File: config.mk
export PLATFORM = sky130hd
export DESIGN_NAME = fifo_to_axis_video
export DESIGN_NICKNAME = d
export VERILOG_FILES = /design/src/rtl/fifo_to_axis_video.sv
export SDC_FILE = /design/constraint.sdc
export NUM_CORES = 1
export LEC_CHECK = 0
export CAP_MARGIN = 20
export CELL_PAD_IN_SITES_DETAIL_PLACEMENT = 1
export CELL_PAD_IN_SITES_GLOBAL_PLACEMENT = 1
export CORE_UTILIZATION = 45
export CTS_CLUSTER_SIZE = 10
export DETAILED_ROUTE_END_ITERATION = 8
export DONT_BUFFER_PORTS = 1
export MAX_ROUTING_LAYER = met4
export PLACE_DENSITY_LB_ADDON = 0.1
export SLEW_MARGIN = 20
export SYNTH_ARGS = -nofsm -noshare
export SYNTH_HDL_FRONTEND = slang
export SYNTH_SLANG_ARGS = --single-unit
File: constraint.sdc
create_clock -name m_axis_aclk -period 7.77 [get_ports m_axis_aclk]
set_input_delay 1.554 -clock m_axis_aclk [delete_from_list [all_inputs] [get_ports m_axis_aclk]]
set_output_delay 1.554 -clock m_axis_aclk [all_outputs]
set_load 0.01 [all_outputs]
File: src/rtl/fifo_to_axis_video.sv
// Drains the test-image pixel FIFO into one AXI4-Stream video frame per enable edge,
// with tuser/tlast framing, an s2mm_fsync pulse and a 2-entry skid buffer.
//
// state  | meaning
// IDLE   | waiting for an enable rising edge; counters and buffer held clear
// FSYNC  | one-cycle s2mm_fsync pulse
// ACTIVE | reading the FIFO and streaming beats
// DONE   | frame complete; waiting for enable to drop
module fifo_to_axis_video #(
  parameter int H_ACTIVE            = 640,
  parameter int V_ACTIVE            = 480,
  parameter int C_M_AXIS_DATA_WIDTH = 24
) (
  input  logic                               m_axis_aclk,
  input  logic                               m_axis_aresetn,
  input  logic                               enable,
  input  logic [31:0]                        fifo_rdata,
  input  logic                               fifo_empty,
  output logic                               fifo_rd,
  output logic                               s2mm_fsync,
  output logic [C_M_AXIS_DATA_WIDTH-1:0]     m_axis_tdata,
  output logic [C_M_AXIS_DATA_WIDTH/8-1:0]   m_axis_tstrb,
  output logic                               m_axis_tvalid,
  input  logic                               m_axis_tready,
  output logic                               m_axis_tuser,
  output logic                               m_axis_tlast,
  output logic                               frame_done,
  output logic [15:0]                        frame_cnt
);

  localparam int DW   = C_M_AXIS_DATA_WIDTH;
  localparam int XW   = (H_ACTIVE > 1) ? $clog2(H_ACTIVE) : 1;
  localparam int YW   = (V_ACTIVE > 1) ? $clog2(V_ACTIVE) : 1;
  localparam int NPIX = H_ACTIVE * V_ACTIVE;
  localparam int RW   = $clog2(NPIX + 1);

  localparam logic [XW-1:0] X_LAST = XW'(H_ACTIVE - 1);
  localparam logic [YW-1:0] Y_LAST = YW'(V_ACTIVE - 1);
  localparam logic [RW-1:0] R_ALL  = RW'(NPIX);

  typedef enum logic [1:0] {IDLE, FSYNC, ACTIVE, DONE} state_t;

  state_t          state;
  logic            enable_q;
  logic [1:0]      occ;
  logic            inflight;
  logic [XW-1:0]   x;
  logic [YW-1:0]   y;
  logic [RW-1:0]   req_cnt;
  logic [DW-1:0]   buf0;
  logic [DW-1:0]   buf1;
  logic            pop;
  logic            push;
  logic [2:0]      level;
  logic [31:0]     rdata_unused;

  // Upper byte of the FIFO word is padding; only the low DW bits carry pixel data.
  assign rdata_unused = fifo_rdata;

  assign m_axis_tvalid = (state == ACTIVE) && (occ != 2'd0);
  assign m_axis_tdata  = buf0;
  assign m_axis_tuser  = m_axis_tvalid && (x == '0) && (y == '0);
  assign m_axis_tlast  = m_axis_tvalid && (x == X_LAST);
  assign m_axis_tstrb  = '1;
  assign s2mm_fsync    = (state == FSYNC);

  // A read is only issued when the word it returns is guaranteed a buffer slot.
  always_comb begin
    pop     = m_axis_tvalid && m_axis_tready;
    push    = inflight && (state == ACTIVE);
    level   = {1'b0, occ} + {2'b00, inflight} - {2'b00, pop};
    fifo_rd = (state == ACTIVE) && !fifo_empty && (level < 3'd2) && (req_cnt != R_ALL);
  end

  always_ff @(posedge m_axis_aclk or negedge m_axis_aresetn) begin
    if (!m_axis_aresetn) begin
      state      <= IDLE;
      enable_q   <= 1'b0;
      occ        <= 2'd0;
      inflight   <= 1'b0;
      x          <= '0;
      y          <= '0;
      req_cnt    <= '0;
      buf0       <= '0;
      buf1       <= '0;
      frame_done <= 1'b0;
      frame_cnt  <= 16'd0;
    end else begin
      enable_q   <= enable;
      inflight   <= fifo_rd;
      frame_done <= 1'b0;
      if (fifo_rd) req_cnt <= req_cnt + RW'(1);

      case (state)
        IDLE: begin
          occ     <= 2'd0;
          x       <= '0;
          y       <= '0;
          req_cnt <= '0;
          if (enable && !enable_q) state <= FSYNC;
        end
        FSYNC: begin
          state <= enable ? ACTIVE : IDLE;
        end
        ACTIVE: begin
          if (!enable) begin
            // Abort: drop buffered data; a read still in flight lands in IDLE and is ignored.
            state   <= IDLE;
            occ     <= 2'd0;
            x       <= '0;
            y       <= '0;
            req_cnt <= '0;
          end else begin
            case ({push, pop})
              2'b10: begin
                if (occ == 2'd0) buf0 <= fifo_rdata[DW-1:0];
                else             buf1 <= fifo_rdata[DW-1:0];
                occ <= occ + 2'd1;
              end
              2'b01: begin
                buf0 <= buf1;
                occ  <= occ - 2'd1;
              end
              2'b11: begin
                if (occ == 2'd1) begin
                  buf0 <= fifo_rdata[DW-1:0];
                end else begin
                  buf0 <= buf1;
                  buf1 <= fifo_rdata[DW-1:0];
                end
              end
              default: ;
            endcase

            if (pop) begin
              if (x == X_LAST) begin
                x <= '0;
                if (y == Y_LAST) begin
                  state      <= DONE;
                  frame_done <= 1'b1;
                  frame_cnt  <= frame_cnt + 16'd1;
                end else begin
                  y <= y + YW'(1);
                end
              end else begin
                x <= x + XW'(1);
              end
            end
          end
        end
        DONE: begin
          if (!enable) state <= IDLE;
        end
        default: state <= IDLE;
      endcase
    end
  end

endmodule

==> impl_metrics.json, run 1 <==
{
  "run_status": "complete, but fails checks",
  "failed_checks": "DRC",
  "cp_max_fo": 8,
  "ys_async_sr_fraction_pct": 100,
  "antenna_violating_nets_post_route": 0,
  "end_kind": "output port",
  "synth-compound-area-share_pct": 10.7,
  "grt_antenna_before_repair": 1,
  "route.vias.total": 3912,
  "start_util_pct": 46.5,
  "cp_num_buf_inv": 1,
  "ff2ff_path_depth": 9,
  "synth-simple-area-share_pct": 19.2,
  "fmax_mhz": 190,
  "yosys_register_bits": 109,
  "rows": 39,
  "min_path_cells": 1,
  "post_cts_buffers": 0,
  "placedCellCount": 645,
  "global_route_wire_length_before_repair_mm": 21.0,
  "r2r_setup_slack_ns": 4.11,
  "clock-root-buffer": "sky130_fd_sc_hd__clkbuf_16",
  "number_of_enable_flip_flop_cells_after_synthesis": 0,
  "timing_max_transition_violations_final": 0,
  "post_drt_via_cell_ratio": 5.91,
  "post_cts_resized": 0,
  "cts.sink_count": 109,
  "rr_endpoint": "req_cnt[15]",
  "final_min_period_over_clock_period_pct": 67.6,
  "wl_mm": 12.3,
  "startpoint_type": "primary input",
  "reg2reg_from": "state[0]",
  "dp_wirelength_mm": 8.27,
  "crit_path_max_incr_delay_ns": 0.44,
  "timing.critical_path.required_ns": 6.22,
  "post_synth_instance_area_sq_mm": 0.00536,
  "hold_buffers": 0,
  "critical_path.top_delay_family": "simple AND/OR/NAND/NOR gates",
  "synthAdderAreaFrac_pct": 3.41,
  "crit_type": "primary input to output port",
  "hold_path.startpoint": "buf1[8]",
  "max_cap_violations": 0,
  "synthesis_to_layout_area_growth_pct": 7.36,
  "place.port_buffers": 0,
  "cts_tree": "yes",
  "critical-path-slowest-cell": "sky130_fd_sc_hd__fa_1",
  "grt.total_usage_pct": 22.0,
  "worst_slew_pin_slew_ns": 1.01,
  "core_area_sq_mm": 0.0115,
  "drive_above_1_share_pct": 10.4,
  "timing.final.setup_violations": 0,
  "powerDensity_mw_per_mm2": 189,
  "drt_first_pass_iters": 6,
  "timing.final.crit_period_ns": 5.26,
  "largest_net_degree_at_the_start_of_global_routing": 110,
  "synthesis.yosys.warnings": 0,
  "routed_wire_length_per_instance_um": 18.6,
  "clk-insertion-delay-late_ns": 0.34,
  "post-route-drc-count": 16,
  "max-vdd-ir-drop_mv": 0.0948,
  "synth_seq_area_share_pct": 50.9,
  "postSynth.topFlopCell": "sky130_fd_sc_hd__dfrtp_1",
  "first_global_vias": 4111,
  "routabilityCongestion": 0.763,
  "hold_path_class": "register to register",
  "layout_common_cells": "sky130_fd_sc_hd__dfrtp_1, sky130_fd_sc_hd__nor2_1, sky130_fd_sc_hd__a21oi_1, sky130_fd_sc_hd__mux2_2",
  "syn_area_per_cell_sq_um": 10.2,
  "muxShareOfSynthArea_pct": 5.63,
  "numCtsBuffers": 9,
  "finalSetupTns_ns": 0,
  "cts_clock_pin_slew_for_the_worst_setup_and_hold_paths_ns": 0.07,
  "clockBufferDepth": 2,
  "fp.dieW_um": 111,
  "h-tree-depth": 3,
  "final_nets": 564,
  "hold_path_end": "buf1[8]",
  "largest_family_of_logic_cells_by_synthesized_area": "simple AND/OR/NAND/NOR gates",
  "pin_count": 86,
  "yosysUniqueCellTypes": 50,
  "fin_worst_skew_ns": 0.00542,
  "finish.cell_count_without_fillers": 662,
  "power.static_leakage_nw": 2.55,
  "rsz0062_at_grt": "false",
  "syn_inst": 523,
  "number_of_violations_reported_at_the_end_of_detailed_routing_iteration_0": 201,
  "total_power_mw": 1.09,
  "grt_remaining_overflow": 0,
  "hold_violations": 0,
  "layout.cells.most_common": "sky130_fd_sc_hd__dfrtp_1",
  "post_synth_xor_area_fraction_pct": 6.05,
  "cp_cell_sequence": "nand4bb_1 -> and2_0 -> o21ai_0 -> fa_1 -> and4bb_2 -> and2_1 -> o21ai_1 -> inv_1",
  "design.die.area_sq_mm": 0.0123,
  "die_h_um": 111,
  "worst_ep_arrival_time_ns": 3.70,
  "slew_headroom_pct": 32.0
}
-- registers in the layout, indices dropped and copies added (netlist names), 2 cells and up --
signal and flops:
buf1 24, state 2, x 10, m_axis_tdata 24
frame_cnt 16, req_cnt 19, y 9, occ 2
-- synthesized netlist by cell type, types with 2 or more instances --
cell / number / share of area [%]
sky130_fd_sc_hd__a21oi_1: 31 / 2.9
sky130_fd_sc_hd__a22oi_1: 24 / 3.4
sky130_fd_sc_hd__a31oi_1: 11 / 1.3
sky130_fd_sc_hd__and2_1: 4 / 0.47
sky130_fd_sc_hd__and3_1: 9 / 1.1
sky130_fd_sc_hd__and4_1: 6 / 0.98
sky130_fd_sc_hd__buf_2: 8 / 0.75
sky130_fd_sc_hd__buf_4: 5 / 0.70
sky130_fd_sc_hd__clkbuf_1: 13 / 0.91
sky130_fd_sc_hd__dfrtp_1: 109 / 51
sky130_fd_sc_hd__ha_1: 13 / 3.0
sky130_fd_sc_hd__inv_1: 21 / 1.5
sky130_fd_sc_hd__mux2_2: 25 / 5.3
sky130_fd_sc_hd__mux2i_1: 2 / 0.37
sky130_fd_sc_hd__nand2_1: 21 / 1.5
sky130_fd_sc_hd__nand2b_1: 3 / 0.35
sky130_fd_sc_hd__nand3_1: 16 / 1.5
sky130_fd_sc_hd__nand4_1: 17 / 2.0
sky130_fd_sc_hd__nand4b_1: 3 / 0.49
sky130_fd_sc_hd__nor2_1: 63 / 4.4
sky130_fd_sc_hd__nor2b_1: 5 / 0.58
sky130_fd_sc_hd__nor3_1: 17 / 1.6
sky130_fd_sc_hd__nor3b_1: 2 / 0.28
sky130_fd_sc_hd__nor4_1: 7 / 0.82
sky130_fd_sc_hd__nor4_2: 2 / 0.47
sky130_fd_sc_hd__nor4b_1: 2 / 0.33
sky130_fd_sc_hd__o21ai_0: 18 / 1.7
sky130_fd_sc_hd__o22ai_1: 2 / 0.23
sky130_fd_sc_hd__o31ai_1: 4 / 0.56
sky130_fd_sc_hd__or2_2: 2 / 0.23
sky130_fd_sc_hd__or3_1: 3 / 0.35
sky130_fd_sc_hd__or4_1: 2 / 0.28
sky130_fd_sc_hd__xnor2_1: 24 / 3.9
sky130_fd_sc_hd__xor2_1: 13 / 2.1
-- per-layer routing --
| layer | up-vias | track usage, % | part of all wire, % | wire length (um) |
|---|---|---|---|---|
| met4 | 0 | 7.48 | 1.5 | 182 |
| met5 | - | - | 0 | 0 |
| met3 | 13 | 4.70 | 5.6 | 694 |
| met1 | 1992 | 28.3 | 44 | 5400 |
| met2 | 80 | 34.7 | 49 | 6040 |
| li1 | 1827 | - | - | - |
-- metrics by stage --
step                      hold slack (ns)  util [%]  instance area (sq um)  setup WS (ns)
after detailed placement            0.498      47.3                   5450           2.53
final                               0.512      49.9                   5750           2.51
after floorplan                     0.465         -                   5360           2.87
after global routing                0.529      49.9                   5750           2.27
after CTS                           0.515      49.9                   5750           2.50
after global placement              0.489      47.3                   5450           2.54
-- final cells by class --
cell class	instances	area, sq um
diodes	1	2.50
clock buffers	11	243
clock inverters	5	58.8
fillers	1259	5770
inverters	21	78.8
multi-input cells	368	2430
flip-flops and latches	109	2730
well taps	143	179
repair buffers	4	30.0
-- power breakdown --
part,switching [mW],internal [mW],leakage [nW]
Sequential,0.0129,0.577,1.51
Clock,0.206,0.260,0.142
Combinational,0.0178,0.0142,0.896
-- cell families after synthesis --
family / count (synthesis)
other cells: 1
mux: 27
compound gates: 95
buf+inv: 48
xor+xnor: 37
flops: 109
fa+ha+maj: 14
simple gates: 192
-- worst max-delay path by stage --
stage | cells after the start | end | from
global placement | 8 | fifo_rd | m_axis_tready
finish | 8 | fifo_rd | m_axis_tready
floorplan | 9 | fifo_rd | m_axis_tready
detailed placement | 8 | fifo_rd | m_axis_tready
global route | 8 | fifo_rd | m_axis_tready
CTS | 8 | fifo_rd | m_axis_tready
Power figures use the tool's default switching activity.
==> run 2, diff against run 1 <==
Clock period 7.77 ns to 5.4 ns, I/O delays scaled along.
==> run 2 against run 1 <==
- the flow still finishes with violations (DRC)
- clock skew grew 0.0021 ns
- total power up 39%
- global-route usage is 0.13 points lower
- worst hold slack lost 0.096 ns
- clock power is 32% higher
- register-to-register slack worse by 2.2 ns
- routed wire length down 0.21%
==> impl_metrics.json, run 2 (same netlist as run 1, synthesis figures left out) <==
{
  "run_status": "complete, but fails checks",
  "failed_checks": "DRC",
  "clock-root-buffer": "sky130_fd_sc_hd__clkbuf_16",
  "drive_above_1_share_pct": 10.3,
  "die_h_um": 111,
  "placed_cell_area_sq_mm": 0.00545,
  "place_worst_setup_slack_ns": 1.28,
  "wl_mm": 12.3,
  "rows": 39,
  "timing.final.setup_violations": 0,
  "largest_net_degree_at_the_start_of_global_routing": 110,
  "comb_power_share_pct": 3.1,
  "layout_common_cells": "sky130_fd_sc_hd__dfrtp_1, sky130_fd_sc_hd__nor2_1, sky130_fd_sc_hd__a21oi_1, sky130_fd_sc_hd__mux2_2",
  "p_seq_share_pct": 56.1,
  "fin_area_sq_mm": 0.00572,
  "cp_max_fo": 8,
  "powerDensity_mw_per_mm2": 264,
  "fp.dieW_um": 111,
  "post_drt_via_cell_ratio": 5.92,
  "core_area_sq_mm": 0.0115,
  "cts_clock_pin_slew_for_the_worst_setup_and_hold_paths_ns": 0.07,
  "total_power_mw": 1.51,
  "grt_remaining_overflow": 0,
  "synthesis_to_layout_area_growth_pct": 6.80,
  "power.static_leakage_nw": 2.54,
  "post-route-drc-count": 16,
  "post_cts_buffers": 0,
  "finalCoreUtilization_pct": 49.7,
  "route.vias.total": 3912,
  "swShare_pct": 22.4,
  "first_global_vias": 4041,
  "hold_violations": 0,
  "grt_antenna_before_repair": 1,
  "worst_slew_pin_slew_ns": 0.983,
  "design.die.area_sq_mm": 0.0123,
  "end_kind": "output port",
  "drt_first_pass_iters": 6,
  "timing.final.crit_period_ns": 4.32,
  "timing.critical_path.required_ns": 4.32,
  "max_cap_violations": 0,
  "slew_headroom_pct": 33.9,
  "finish.cell_count_without_fillers": 661,
  "number_of_violations_reported_at_the_end_of_detailed_routing_iteration_0": 212,
  "fillCellCount": 1281,
  "hold_buffers": 0,
  "routabilityCongestion": 0.807,
  "layout.cells.most_common": "sky130_fd_sc_hd__dfrtp_1",
  "global_route_wire_length_before_repair_mm": 20.6,
  "cts_tree": "yes",
  "cts.sink_count": 109,
  "timing_max_transition_violations_final": 0,
  "rsz0062_at_grt": "false",
  "part_of_the_power_in_the_clock_network_pct": 40.8,
  "final_min_period_over_clock_period_pct": 80.0,
  "post_cts_resized": 0,
  "worst_ep_arrival_time_ns": 3.24,
  "numCtsBuffers": 9,
  "fmax_mhz": 231,
  "final_nets": 565,
  "antenna_violating_nets_post_route": 0,
  "finalWorstSetupSlack_ns": 1.08,
  "place.port_buffers": 0,
  "startpoint_type": "register",
  "clk-insertion-delay-late_ns": 0.36,
  "power_report.internal_total_mw": 1.17,
  "p_sw_uw": 339,
  "max-vdd-ir-drop_mv": 0.117,
  "finalSetupTns_ns": 0,
  "routed_wire_length_per_instance_um": 18.6,
  "h-tree-depth": 3,
  "grt.total_usage_pct": 21.9,
  "fin_worst_skew_ns": 0.00755,
  "pin_count": 86,
  "clockBufferDepth": 2,
  "timing.hold.ws_ns": 0.417,
  "start_util_pct": 46.5,
  "crit_type": "register to output port",
  "placedCellCount": 646,
  "hold_path_class": "primary input to asynchronous set/reset pin",
  "dp_wirelength_mm": 8.22
}
==> run 2: cell count changes in the layout (fill, tap and decap cells not counted) <==
| cell | previous run | this run |
|---|---|---|
| sky130_fd_sc_hd__clkinvlp_4 | 2 | 1 |
| sky130_fd_sc_hd__bufinv_16 | 1 | 0 |
| sky130_fd_sc_hd__buf_4 | 4 | 5 |
==> run 2: layer usage <==
metal	up-vias	part of all wire (%)	GRT usage, %
met1	1977	45	27.5
met5	-	0	-
met4	0	1.9	9.10
met2	89	49	34.3
met3	17	4.8	4.92
li1	1829	-	-
==> run 2: worst max-delay path: stages (launching register included) <==
cell and delay (ns):
sky130_fd_sc_hd__dfrtp_1 0.42, sky130_fd_sc_hd__inv_1 0.10, sky130_fd_sc_hd__ha_1 0.26, sky130_fd_sc_hd__nand4bb_1 0.20
sky130_fd_sc_hd__buf_4 0.19, sky130_fd_sc_hd__and2_0 0.15, sky130_fd_sc_hd__o21ai_0 0.18, sky130_fd_sc_hd__fa_1 0.45
sky130_fd_sc_hd__and4bb_2 0.27, sky130_fd_sc_hd__and2_1 0.19, sky130_fd_sc_hd__o21ai_1 0.29, sky130_fd_sc_hd__inv_1 0.18
==> run 2: power by group through the flow <==
stage | clock, mW | combinational [mW] | sequential [mW]
2_1_floorplan | 0 | 0.0432 | 0.857
3_3_place_gp | 0 | 0.0444 | 0.864
3_5_place_dp | 0 | 0.0466 | 0.865
4_1_cts | 0.634 | 0.0469 | 0.848
5_1_grt | 0.664 | 0.0523 | 0.850
6_report | 0.616 | 0.0466 | 0.848
==> run 2: path summary, 6_finish.rpt <==
path	endpoint	slack [ns]	cells after the start	from
max	fifo_rd	1.08	11	occ[1]
min	frame_cnt[5]	0.42	0	m_axis_aresetn
max reg2reg	req_cnt[15]	1.91	12	occ[1]
min reg2reg	buf1[23]	0.51	1	buf1[23]
max in group asynchronous	m_axis_tdata[16]	4.86	0	m_axis_aresetn
min in group m_axis_aclk	buf1[23]	0.51	1	buf1[23]
==> run 2: area by class of cell <==
cell class	count	area [sq um]	share of cell area, %
inverters	21	78.8	1.38
well taps	143	179	3.13
flip-flops and latches	109	2730	47.7
repair buffers	5	37.5	0.656
clock buffers	11	243	4.24
multi-input cells	368	2430	42.5
diodes	1	2.50	0.0438
clock inverters	3	21.3	0.372
==> run 3, diff against run 2 <==
Clock period 5.4 ns to 4.2 ns, I/O delays scaled along.
==> run 3 against run 2 <==
- the flow still finishes with violations (DRC)
- clock skew up 0.0020 ns
- cell area is 1.6% higher
- sequential share of layout area is 0.74 points lower
- first-iteration DRC count up 2.4%
- register-to-register slack got worse by 1.2 ns
- critical path type unchanged
- critical endpoint unchanged
==> impl_metrics.json, run 3 (same netlist as run 1, synthesis figures left out) <==
{
  "grt.total_usage_pct": 22.6,
  "final_nets": 567,
  "max-vdd-ir-drop_mv": 0.179,
  "timing.hold.ws_ns": 0.175,
  "max_cap_violations": 0,
  "critical_path.top_delay_family": "simple AND/OR/NAND/NOR gates",
  "placed_cell_area_sq_mm": 0.00547,
  "timing.final.setup_violations": 0,
  "run_status": "complete, but fails checks",
  "fin_worst_skew_ns": 0.00950,
  "drive_above_1_share_pct": 11.3,
  "worst_ep_arrival_time_ns": 3.04,
  "worst_slew_pin_slew_ns": 1.00,
  "hold_path_class": "primary input to asynchronous set/reset pin",
  "startpoint_type": "register",
  "final_min_period_over_clock_period_pct": 92.4,
  "cp_max_fo": 5,
  "fillCellCount": 1296,
  "rr_endpoint": "req_cnt[15]",
  "clockBufferDepth": 2,
  "place.port_buffers": 0,
  "reg2reg_from": "occ[1]",
  "crit_type": "register to output port",
  "fmax_mhz": 258,
  "end_kind": "output port",
  "post-route-drc-count": 16,
  "start_util_pct": 46.5,
  "routabilityCongestion": 0.789,
  "grt_antenna_before_repair": 1,
  "fp.dieW_um": 111,
  "pin_count": 86,
  "antenna_violating_nets_post_route": 0,
  "crit_path_frequent_cell": "sky130_fd_sc_hd__inv_1",
  "synthesis_to_layout_area_growth_pct": 8.48,
  "r2r_setup_slack_ns": 0.72,
  "critical-path-slowest-cell": "sky130_fd_sc_hd__fa_1",
  "design.die.area_sq_mm": 0.0123,
  "cts.sink_count": 109,
  "cts_tree": "yes",
  "crit_path_max_incr_delay_ns": 0.46,
  "core_area_sq_mm": 0.0115,
  "fin_area_sq_mm": 0.00581,
  "layout.cells.most_common": "sky130_fd_sc_hd__dfrtp_1",
  "powerDensity_mw_per_mm2": 360,
  "first_global_vias": 4079,
  "finalWorstSetupSlack_ns": 0.321,
  "slew_headroom_pct": 32.5,
  "post_drt_via_cell_ratio": 5.88,
  "timing.final.crit_period_ns": 3.88,
  "die_h_um": 111,
  "post_cts_buffers": 0,
  "drt_first_pass_iters": 6,
  "clk-insertion-delay-late_ns": 0.35,
  "rows": 39,
  "routed_wire_length_per_instance_um": 18.8,
  "post_cts_resized": 0,
  "h-tree-depth": 3,
  "ff2ff_path_depth": 11,
  "hold_buffers": 0,
  "clock-root-buffer": "sky130_fd_sc_hd__clkbuf_16",
  "cts_clock_pin_slew_for_the_worst_setup_and_hold_paths_ns": 0.08,
  "route.vias.total": 3908,
  "grt_remaining_overflow": 0,
  "wl_mm": 12.5,
  "cp_cell_sequence": "inv_1 -> ha_1 -> nand4bb_1 -> and2_0 -> o21ai_0 -> fa_1 -> and4bb_2 -> and2_1 -> o21ai_2 -> inv_1",
  "finalSetupTns_ns": 0,
  "largest_net_degree_at_the_start_of_global_routing": 110,
  "timing.critical_path.required_ns": 3.36,
  "dp_wirelength_mm": 8.35,
  "place_worst_setup_slack_ns": 0.637,
  "failed_checks": "DRC",
  "power.static_leakage_nw": 2.58,
  "global_route_wire_length_before_repair_mm": 21.5,
  "numCtsBuffers": 9,
  "critical_path.startpoint": "occ[1]",
  "rsz0062_at_grt": "false",
  "layout_common_cells": "sky130_fd_sc_hd__dfrtp_1, sky130_fd_sc_hd__nor2_1, sky130_fd_sc_hd__a21oi_1, sky130_fd_sc_hd__mux2_2",
  "timing_max_transition_violations_final": 0,
  "cp-endpoint": "fifo_rd",
  "hold_violations": 0,
  "critical_path_depth": 10,
  "number_of_violations_reported_at_the_end_of_detailed_routing_iteration_0": 217,
  "cp_num_buf_inv": 2
}
## run 3: changes by cell type in the layout (fill, tap and decap cells not counted)
cell                        change
sky130_fd_sc_hd__bufinv_16      +2
sky130_fd_sc_hd__clkinv_8       +1
sky130_fd_sc_hd__o21ai_1        -1
sky130_fd_sc_hd__clkinv_2       -1
sky130_fd_sc_hd__clkbuf_8       -1
sky130_fd_sc_hd__clkinv_4       +2
sky130_fd_sc_hd__o21ai_2        +1
sky130_fd_sc_hd__clkbuf_1       -1
sky130_fd_sc_hd__buf_4          +2
## run 3: how the worst min path moves through the flow
stage,from,end,slack (ns),cells past startpoint
global placement,buf1[7],buf1[7],0.49,1
CTS,m_axis_aresetn,frame_cnt[5],0.16,0
floorplan,x[9],x[9],0.47,1
detailed placement,buf1[3],buf1[3],0.50,1
global route,m_axis_aresetn,buf1[15],0.16,0
finish,m_axis_aresetn,frame_cnt[5],0.17,0
## run 3: power breakdown
| group | total, mW | switching [mW] | internal, mW |
|---|---|---|---|
| clock network | 0.939 | 0.406 | 0.532 |
| registers | 1.09 | 0.0194 | 1.07 |
| logic | 0.0663 | 0.0385 | 0.0278 |
| total | 2.09 | 0.464 | 1.63 |
## run 3: area by class of cell
class	count	area (sq um)	area share (%)
repair buffers	7	52.6	0.905
well taps	143	179	3.08
multi-input cells	368	2430	41.9
diodes	1	2.50	0.0431
clock inverters	7	110	1.90
flip-flops and latches	109	2730	47.0
inverters	21	78.8	1.36
clock buffers	9	225	3.88
## run 3: metrics by stage
step / total power [mW] / util, % / instances
after floorplan: 1.16 / - / 525
after global placement: 1.17 / 47.5 / 648
after detailed placement: 1.17 / 47.5 / 648
after CTS: 2.11 / 50.4 / 664
after global routing: 2.17 / 50.4 / 665
final: 2.09 / 50.4 / 665
## run 3: routing by layer
layer	wire length, um	track usage, %	vias up
met5	0	-	-
met4	167	7.57	0
met3	567	4.21	10
met2	6060	36.0	81
met1	5670	29.1	1969
li1	-	-	1848
